**src/rtl/traffic_request_latch.sv**
```systemverilog
// traffic_request_latch
//   Conditions the raw NS/EW loop-detector inputs into clean, latched vehicle
//   requests for the traffic light controller. Each direction runs a 2-FF
//   synchroniser, a counter debounce and a request latch. A request is set on
//   a debounced arrival and held until that direction sees a green on its
//   straight or right lamp.
//
//   Optional feature macro: SENSOR_FAULT_EN
//     When defined, a 1 s tick is derived from CLK_FREQ. A direction whose
//     presence persists for STUCK_SEC seconds raises a sticky fault bit, and
//     that fault forces the direction's request high so the controller keeps
//     cycling. When undefined, fault is tied to 2'b00 and no timers exist.
//
// Ports
//   clk                 system clock
//   rst                 synchronous, active-high reset
//   ns_raw, ew_raw      asynchronous loop-detector inputs, active-high
//   NS_str, NS_right    NS lamps, {R,Y,G} one-hot (green = 3'b001)
//   EW_str, EW_right    EW lamps
//   ns_req, ew_req      latched requests to the controller
//   ns_present          debounced NS presence level
//   ew_present          debounced EW presence level
//   fault               {ew_fault, ns_fault} stuck-sensor flags

// Per-direction lane: synchroniser, debounce, request latch (and fault timer).
module traffic_request_lane #(
  parameter int DEB_CYCLES = 1_000_000,
  parameter int STUCK_SEC  = 300
) (
  input  logic clk,
  input  logic rst,
  input  logic raw,
  input  logic serve,
`ifdef SENSOR_FAULT_EN
  input  logic tick,
`endif
  output logic present,
  output logic req,
  output logic fault
);

  if (DEB_CYCLES < 2 || STUCK_SEC < 1) begin : g_bad_cfg
    $error("traffic_request_lane: DEB_CYCLES must be >= 2 and STUCK_SEC >= 1");
  end

  localparam int DW = $clog2(DEB_CYCLES);
  localparam logic [DW-1:0] DEB_LAST = DW'(DEB_CYCLES - 1);

  logic          sync1, sync2;
  logic          present_d;
  logic          req_q;
  logic [DW-1:0] deb_cnt;

  always_ff @(posedge clk) begin
    if (rst) begin
      sync1     <= 1'b0;
      sync2     <= 1'b0;
      present   <= 1'b0;
      present_d <= 1'b0;
      req_q     <= 1'b0;
      deb_cnt   <= '0;
    end else begin
      sync1     <= raw;
      sync2     <= sync1;
      present_d <= present;
      // Counter only runs while the synced level disagrees with the debounced
      // level; any agreement restarts the qualification window.
      if (sync2 == present) begin
        deb_cnt <= '0;
      end else if (deb_cnt == DEB_LAST) begin
        present <= sync2;
        deb_cnt <= '0;
      end else begin
        deb_cnt <= deb_cnt + 1'b1;
      end
      // A fresh arrival beats a simultaneous green so it is not lost.
      if (present && !present_d)
        req_q <= 1'b1;
      else if (serve)
        req_q <= 1'b0;
    end
  end

`ifdef SENSOR_FAULT_EN
  localparam int SW = $clog2(STUCK_SEC + 1);

  logic [SW-1:0] sec_cnt;
  logic          fault_q;

  always_ff @(posedge clk) begin
    if (rst) begin
      sec_cnt <= '0;
      fault_q <= 1'b0;
    end else begin
      // Seconds counter saturates at STUCK_SEC; the fault bit is sticky.
      if (!present)
        sec_cnt <= '0;
      else if (tick && sec_cnt != SW'(STUCK_SEC))
        sec_cnt <= sec_cnt + 1'b1;
      if (present && tick && sec_cnt == SW'(STUCK_SEC - 1))
        fault_q <= 1'b1;
    end
  end

  assign fault = fault_q;
  assign req   = req_q | fault_q;
`else
  assign fault = 1'b0;
  assign req   = req_q;
`endif

endmodule

module traffic_request_latch #(
  parameter int CLK_FREQ   = 100_000_000,
  parameter int DEB_CYCLES = 1_000_000,
  parameter int STUCK_SEC  = 300
) (
  input  logic       clk,
  input  logic       rst,
  input  logic       ns_raw,
  input  logic       ew_raw,
  input  logic [2:0] NS_str,
  input  logic [2:0] NS_right,
  input  logic [2:0] EW_str,
  input  logic [2:0] EW_right,
  output logic       ns_req,
  output logic       ew_req,
  output logic       ns_present,
  output logic       ew_present,
  output logic [1:0] fault
);

  if (CLK_FREQ < 1) begin : g_bad_clk
    $error("traffic_request_latch: CLK_FREQ must be >= 1");
  end

  localparam int         NUM_DIRS = 2;   // index 0 = NS, 1 = EW
  localparam logic [2:0] GREEN    = 3'b001;

  logic [NUM_DIRS-1:0] raw_v, serve_v, present_v, req_v, fault_v;

  assign raw_v   = {ew_raw, ns_raw};
  // Only an exact green code counts as service; invalid codes do not.
  assign serve_v = {(EW_str == GREEN) || (EW_right == GREEN),
                    (NS_str == GREEN) || (NS_right == GREEN)};

`ifdef SENSOR_FAULT_EN
  localparam int TW = (CLK_FREQ > 1) ? $clog2(CLK_FREQ) : 1;

  logic [TW-1:0] tick_cnt;
  logic          tick;

  assign tick = (tick_cnt == TW'(CLK_FREQ - 1));

  always_ff @(posedge clk) begin
    if (rst)       tick_cnt <= '0;
    else if (tick) tick_cnt <= '0;
    else           tick_cnt <= tick_cnt + 1'b1;
  end
`endif

  for (genvar i = 0; i < NUM_DIRS; i++) begin : g_dir
    traffic_request_lane #(
      .DEB_CYCLES (DEB_CYCLES),
      .STUCK_SEC  (STUCK_SEC)
    ) u_lane (
      .clk     (clk),
      .rst     (rst),
      .raw     (raw_v[i]),
      .serve   (serve_v[i]),
`ifdef SENSOR_FAULT_EN
      .tick    (tick),
`endif
      .present (present_v[i]),
      .req     (req_v[i]),
      .fault   (fault_v[i])
    );
  end

  assign {ew_req, ns_req}         = req_v;
  assign {ew_present, ns_present} = present_v;
  assign fault                    = fault_v;

endmodule
```
**config.mk**
```make
export PLATFORM = sky130hd
export DESIGN_NAME = traffic_request_latch
export DESIGN_NICKNAME = d
export VERILOG_FILES = /design/src/rtl/traffic_request_latch.sv
export SDC_FILE = /design/constraint.sdc
export NUM_CORES = 1
export LEC_CHECK = 0
export ABC_AREA = 1
export BUFFER_PORTS_ARGS = -buffer_cell sky130_fd_sc_hd__buf_2
export CORE_MARGIN = 2
export CORE_UTILIZATION = 50
export CTS_BUF_LIST = sky130_fd_sc_hd__clkbuf_8
export CTS_CLUSTER_SIZE = 24
export DETAILED_ROUTE_END_ITERATION = 7
export GPL_TIMING_DRIVEN = 0
export PLACE_DENSITY = 0.69
export SLEW_MARGIN = 40
export SYNTH_ARGS = -nofsm -noshare
export SYNTH_HDL_FRONTEND = slang
export SYNTH_HIERARCHICAL = 1
export SYNTH_SLANG_ARGS = --single-unit
export TNS_END_PERCENT = 50
```
**constraint.sdc**
```tcl
create_clock -name clk -period 3.3 [get_ports clk]
set_input_delay 0.66 -clock clk [delete_from_list [all_inputs] [get_ports clk]]
set_output_delay 0.66 -clock clk [all_outputs]
set_load 0.05 [all_outputs]
```
Yosys cells after proc, flatten, opt, wreduce, memory -nomap -nowiden
Cells that the tools add are included.
{ "totals": {"ff_bits": 50, "in_bits": 16, "output_inout_bits": 6, "elab_cells": 40} }
{ "classes": {"n_addsub": 2, "eq_ne": 8, "mux": 4, "bitwise_logic": 2, "n_reduce_logical": 12} }
{ "ops": {"columns": ["op", "n"], "rows": [
  ["$add 20x1->20 const B", 2],
  ["$eq 20x20->1 const B", 2],
  ["$eq 3x1->1 const B", 4],
  ["$reduce_or 3->1", 2],
  ["$mux 1", 4],
  ["$reduce_and 2->1", 2],
  ["$reduce_bool 2->1", 2],
  ["$eq 1x1->1", 2],
  ["$logic_and 1x1->1", 2],
  ["$logic_not 1->1", 2],
  ["$logic_or 1x1->1", 2],
  ["$not 1->1", 2]
]} }

Depth between registers and ports, before layout
{ "logic_depth": {"word_depth": 4, "depth_mapped": 8} }

Cells and area by module
The synthesis kept the hierarchy.
{ "by_module_without_submodules": {"columns": ["mod", "instances", "cells_per_inst", "area_per_inst_um2", "seq_area_each_um2"], "rows": [
  ["traffic_request_lane", 2, 172, 1256.2, 500.5],
  ["traffic_request_latch", 1, 14, 57.6, 0.0]
]} }

Worst setup path after synthesis
No wires, ideal clock.
{ "synth_path": {"path_kind": "flip-flop to flip-flop", "startpoint": "register g_dir[0].u_lane.present", "endpoint": "register g_dir[0].u_lane.deb_cnt[12]", "setup_time_ns": 0.115, "arrival_time_ns": 1.353, "setup_slack_ns": 1.832, "stages_incl_launch_ff": 7, "path_buffers": 1, "period_less_slack_ns": 1.468, "path_cell_list": "dfxtp_1 inv_1 o21ai_0 a21oi_2 nand2_4 buf_12 nor2_2"} }
{ "synth_between": {"elab_chain_cells": 2} }
{ "synth_lines": {"columns": ["item", "line", "rtl"], "rows": [
  ["from (decl)", "37", "output logic present,"],
  ["from (signal assigned)", "71", "present <= sync2;"],
  ["$eq 1x1->1", "68", "if (sync2 == present) begin"],
  ["$reduce_or 3->1 (no line)", null, null],
  ["to (signal assigned)", "74", "deb_cnt <= deb_cnt + 1'b1;"],
  ["to (decl)", "52", "logic [DW-1:0] deb_cnt;"]
]} }
Every way passes these cells.
A chain may end at the register's enable or synchronous reset.

Worst setup path after layout
{ "layout_path": {"startpoint": "register g_dir[1].u_lane.deb_cnt[0]", "endpoint": "register g_dir[1].u_lane.deb_cnt[12]"} }
{ "layout_between": {"elab_chain_cells": 2, "word_cells_on_any_way": 3, "classes_between": "add/sub (1); eq/ne (1); reduce/logical (1)"} }
{ "layout_lines": {"columns": ["item", "line"], "rows": [
  ["from (decl)", "52"],
  ["from (signal assigned)", "74"],
  ["parallel branches: the longest is 2 deep, another holds $add 20x1->20", null]
]} }
Parallel ways; which one is timed is not known.

==> results.json <==
{
  "die_area_um2": 5730,
  "arrival_ns": 1.73,
  "tns_ns": 0,
  "drc": 0,
  "via_per_inst": 4.77,
  "r2r_slack_ns": 1.75,
  "yosysUniqueCellTypes": 28,
  "vdd_drop_max_uv": 241,
  "firstDrtPassIters": 4,
  "drv_slew": 0,
  "cp_max_fo": 10,
  "antenna_found_initial": 0,
  "area_delta_synth_final_pct": 10.7,
  "grt.total_usage": 0.183,
  "synth_area_per_cell_um2": 7.18,
  "p_leak_nw": 0.918,
  "path_clk_slew_ns": 0.09,
  "fin_nets": 402,
  "wl_per_cell_um": 10.4,
  "ctsHoldBuffers": 0,
  "drive_above_1_share": 0.197,
  "p_per_area_nw_per_um2": 351,
  "synth_xor_area_frac": 0.0613,
  "numCtsBuffers": 5,
  "cts_root_buffer": "clkbuf_8",
  "critical_path_class": "flop to flop",
  "design.core.area_um2": 5040,
  "max_freq_ghz": 0.647,
  "post-cts-setup-buffers": 0,
  "setup_viol": 0,
  "io_buffers": 19,
  "hold_viol_final": 0,
  "synth_top_family_by_area": "simple AND/OR/NAND/NOR gates",
  "cts.repair.resized": 0,
  "worstHoldPathType": "flop to flop",
  "grt_setup_unrepaired": "no",
  "final_common_cell": "nand2_1",
  "yosysWarnings": 6,
  "num_vias": 2170,
  "synth_area_leaders": "dfxtp_1 39%, nand2_1 11%, nor2_1 8.8%, nor2_2 6.8%, inv_1 6.7%",
  "clock_path_buffers": 2,
  "ys_seq_area_frac": 0.389,
  "fill_cells": 488,
  "start_kind": "flop",
  "critPathCaptureType": "flop",
  "mappedNetlistArea_um2": 2570,
  "grt.overflow.total": 0,
  "ys_ff_latch": 50,
  "num_antenna_cells": 0,
  "status": "completed",
  "synth_top_cell_by_area": "dfxtp_1",
  "drt-total-wl_mm": 4.75,
  "pin_count": 22,
  "synth.top_cell.area_share": 0.389,
  "cap_violations": 0,
  "synthesis.nets": 376,
  "htreeDepth": 2,
  "finalCritPeriodShare": 0.468,
  "drt_iter0_drc": 137,
  "cts_sinks": 50,
  "rows": 26,
  "cp.required_ns": 3.49,
  "final_cell_mix": "72 x nand2_1, 60 x nor2_1, 50 x dfxtp_1, 47 x inv_1, 28 x nor2_2",
  "synthAdderAreaFrac": 0.00974,
  "synthMuxAreaShare": 0,
  "chipWidth_um": 75.7,
  "postLayoutCoreUtil": 0.564,
  "fp.dieH_um": 75.7,
  "hpwl_mm": 3.56,
  "grt_max_degree": 15,
  "globalplace.congestion": 0.900,
  "start_util": 0.510,
  "tritoncts": "built",
  "synth_compound_area_frac": 0.0574,
  "postSynthCellCount": 358,
  "finClkSkew_ns": 0.00460,
  "synth_simple_gate_area_frac": 0.388,
  "insertion_delay_ns": 0.29,
  "grt_pass1_vias": 1916,
  "grt_pass1_wl_mm": 8.13,
  "ant_nets": 0,
  "period_minus_slack_ns": 1.55
}
## worst paths after layout
kind,start,cells past startpoint,end
hold reg to reg,g_dir[0].u_lane/sync1,2,g_dir[0].u_lane/sync2
setup reg to reg,g_dir[1].u_lane/deb_cnt[0],7,g_dir[1].u_lane/deb_cnt[12]
setup / recovery,g_dir[1].u_lane/deb_cnt[0],7,g_dir[1].u_lane/deb_cnt[12]
hold / removal,g_dir[0].u_lane/sync1,2,g_dir[0].u_lane/sync2
## synth_stat cells, drive strengths merged
| master | number |
|---|---|
| nor2 | 88 |
| nand2 | 76 |
| dfxtp | 50 |
| inv | 48 |
| nand3 | 24 |
| a21oi | 14 |
| xor2 | 14 |
| nand4 | 8 |
| nor3 | 8 |
| o21ai | 6 |
| buf | 4 |
| xnor2 | 4 |
| and2 | 2 |
| conb | 2 |
| ha | 2 |
| nand3b | 2 |
| o21bai | 2 |
| o32ai | 2 |
| or2 | 2 |
## metrics by stage
stage | hold WS, ns | area [um^2] | instances | setup WS [ns] | total power, mW
after floorplan | 0.388 | 2570 | 358 | 1.83 | 0.645
after global placement | 0.397 | 2750 | 447 | 1.64 | 0.657
after detailed placement | 0.401 | 2750 | 447 | 1.62 | 0.658
after CTS | 0.409 | 2840 | 455 | 1.74 | 1.01
after global routing | 0.428 | 2840 | 455 | 1.65 | 1.04
final | 0.405 | 2840 | 455 | 1.75 | 0.998
## worst max-delay path, stage by stage, from the launching register on
cell     delay, ns
dfxtp_1       0.38
ha_1          0.22
nand3_2       0.14
nor2_2        0.20
nand3_2       0.13
nand2_4       0.16
buf_12        0.16
nor2_2        0.04
## registers in the layout, indices dropped and copies added, names as in the netlist
signal	count
g_dir.u_lane/req	2
g_dir.u_lane/deb_cnt	40
g_dir.u_lane/sync1	2
g_dir.u_lane/sync2	2
g_dir.u_lane/present_d	2
g_dir.u_lane/present	2
## power by group
part | internal, mW | switching (mW)
clock | 0.166 | 0.188
combinational | 0.0152 | 0.0215
sequential | 0.606 | 0.00125
total | 0.787 | 0.211
## metal layers
metal  routed length, um  track usage  up-vias
met2                2070        0.293       46
met4                  22       0.0546        0
met1                2420        0.252      956
met5                   0            0        -
met3                 230       0.0357        2
li1                    -            -     1166
## cell families after synthesis
kind of cell	Yosys count
AND/OR/NAND/NOR	210
buffers and inverters	52
flip-flops	50
AO/OA/AOI/OAI	24
XOR/XNOR	18
adder cells (fa/ha/maj)	2
other	2
## cell type report
cell class              count  area (um^2)  area share
multi-input cells         256         1330       0.469
inverters                  48          180      0.0634
repair buffers             19         95.1      0.0334
well taps                  70         87.6      0.0308
flip-flops and latches     50         1000       0.352
plain buffers               4         55.1      0.0194
clock inverters             2         8.76     0.00308
clock buffers               6         82.6      0.0290
(Power assumes the default switching activity.)
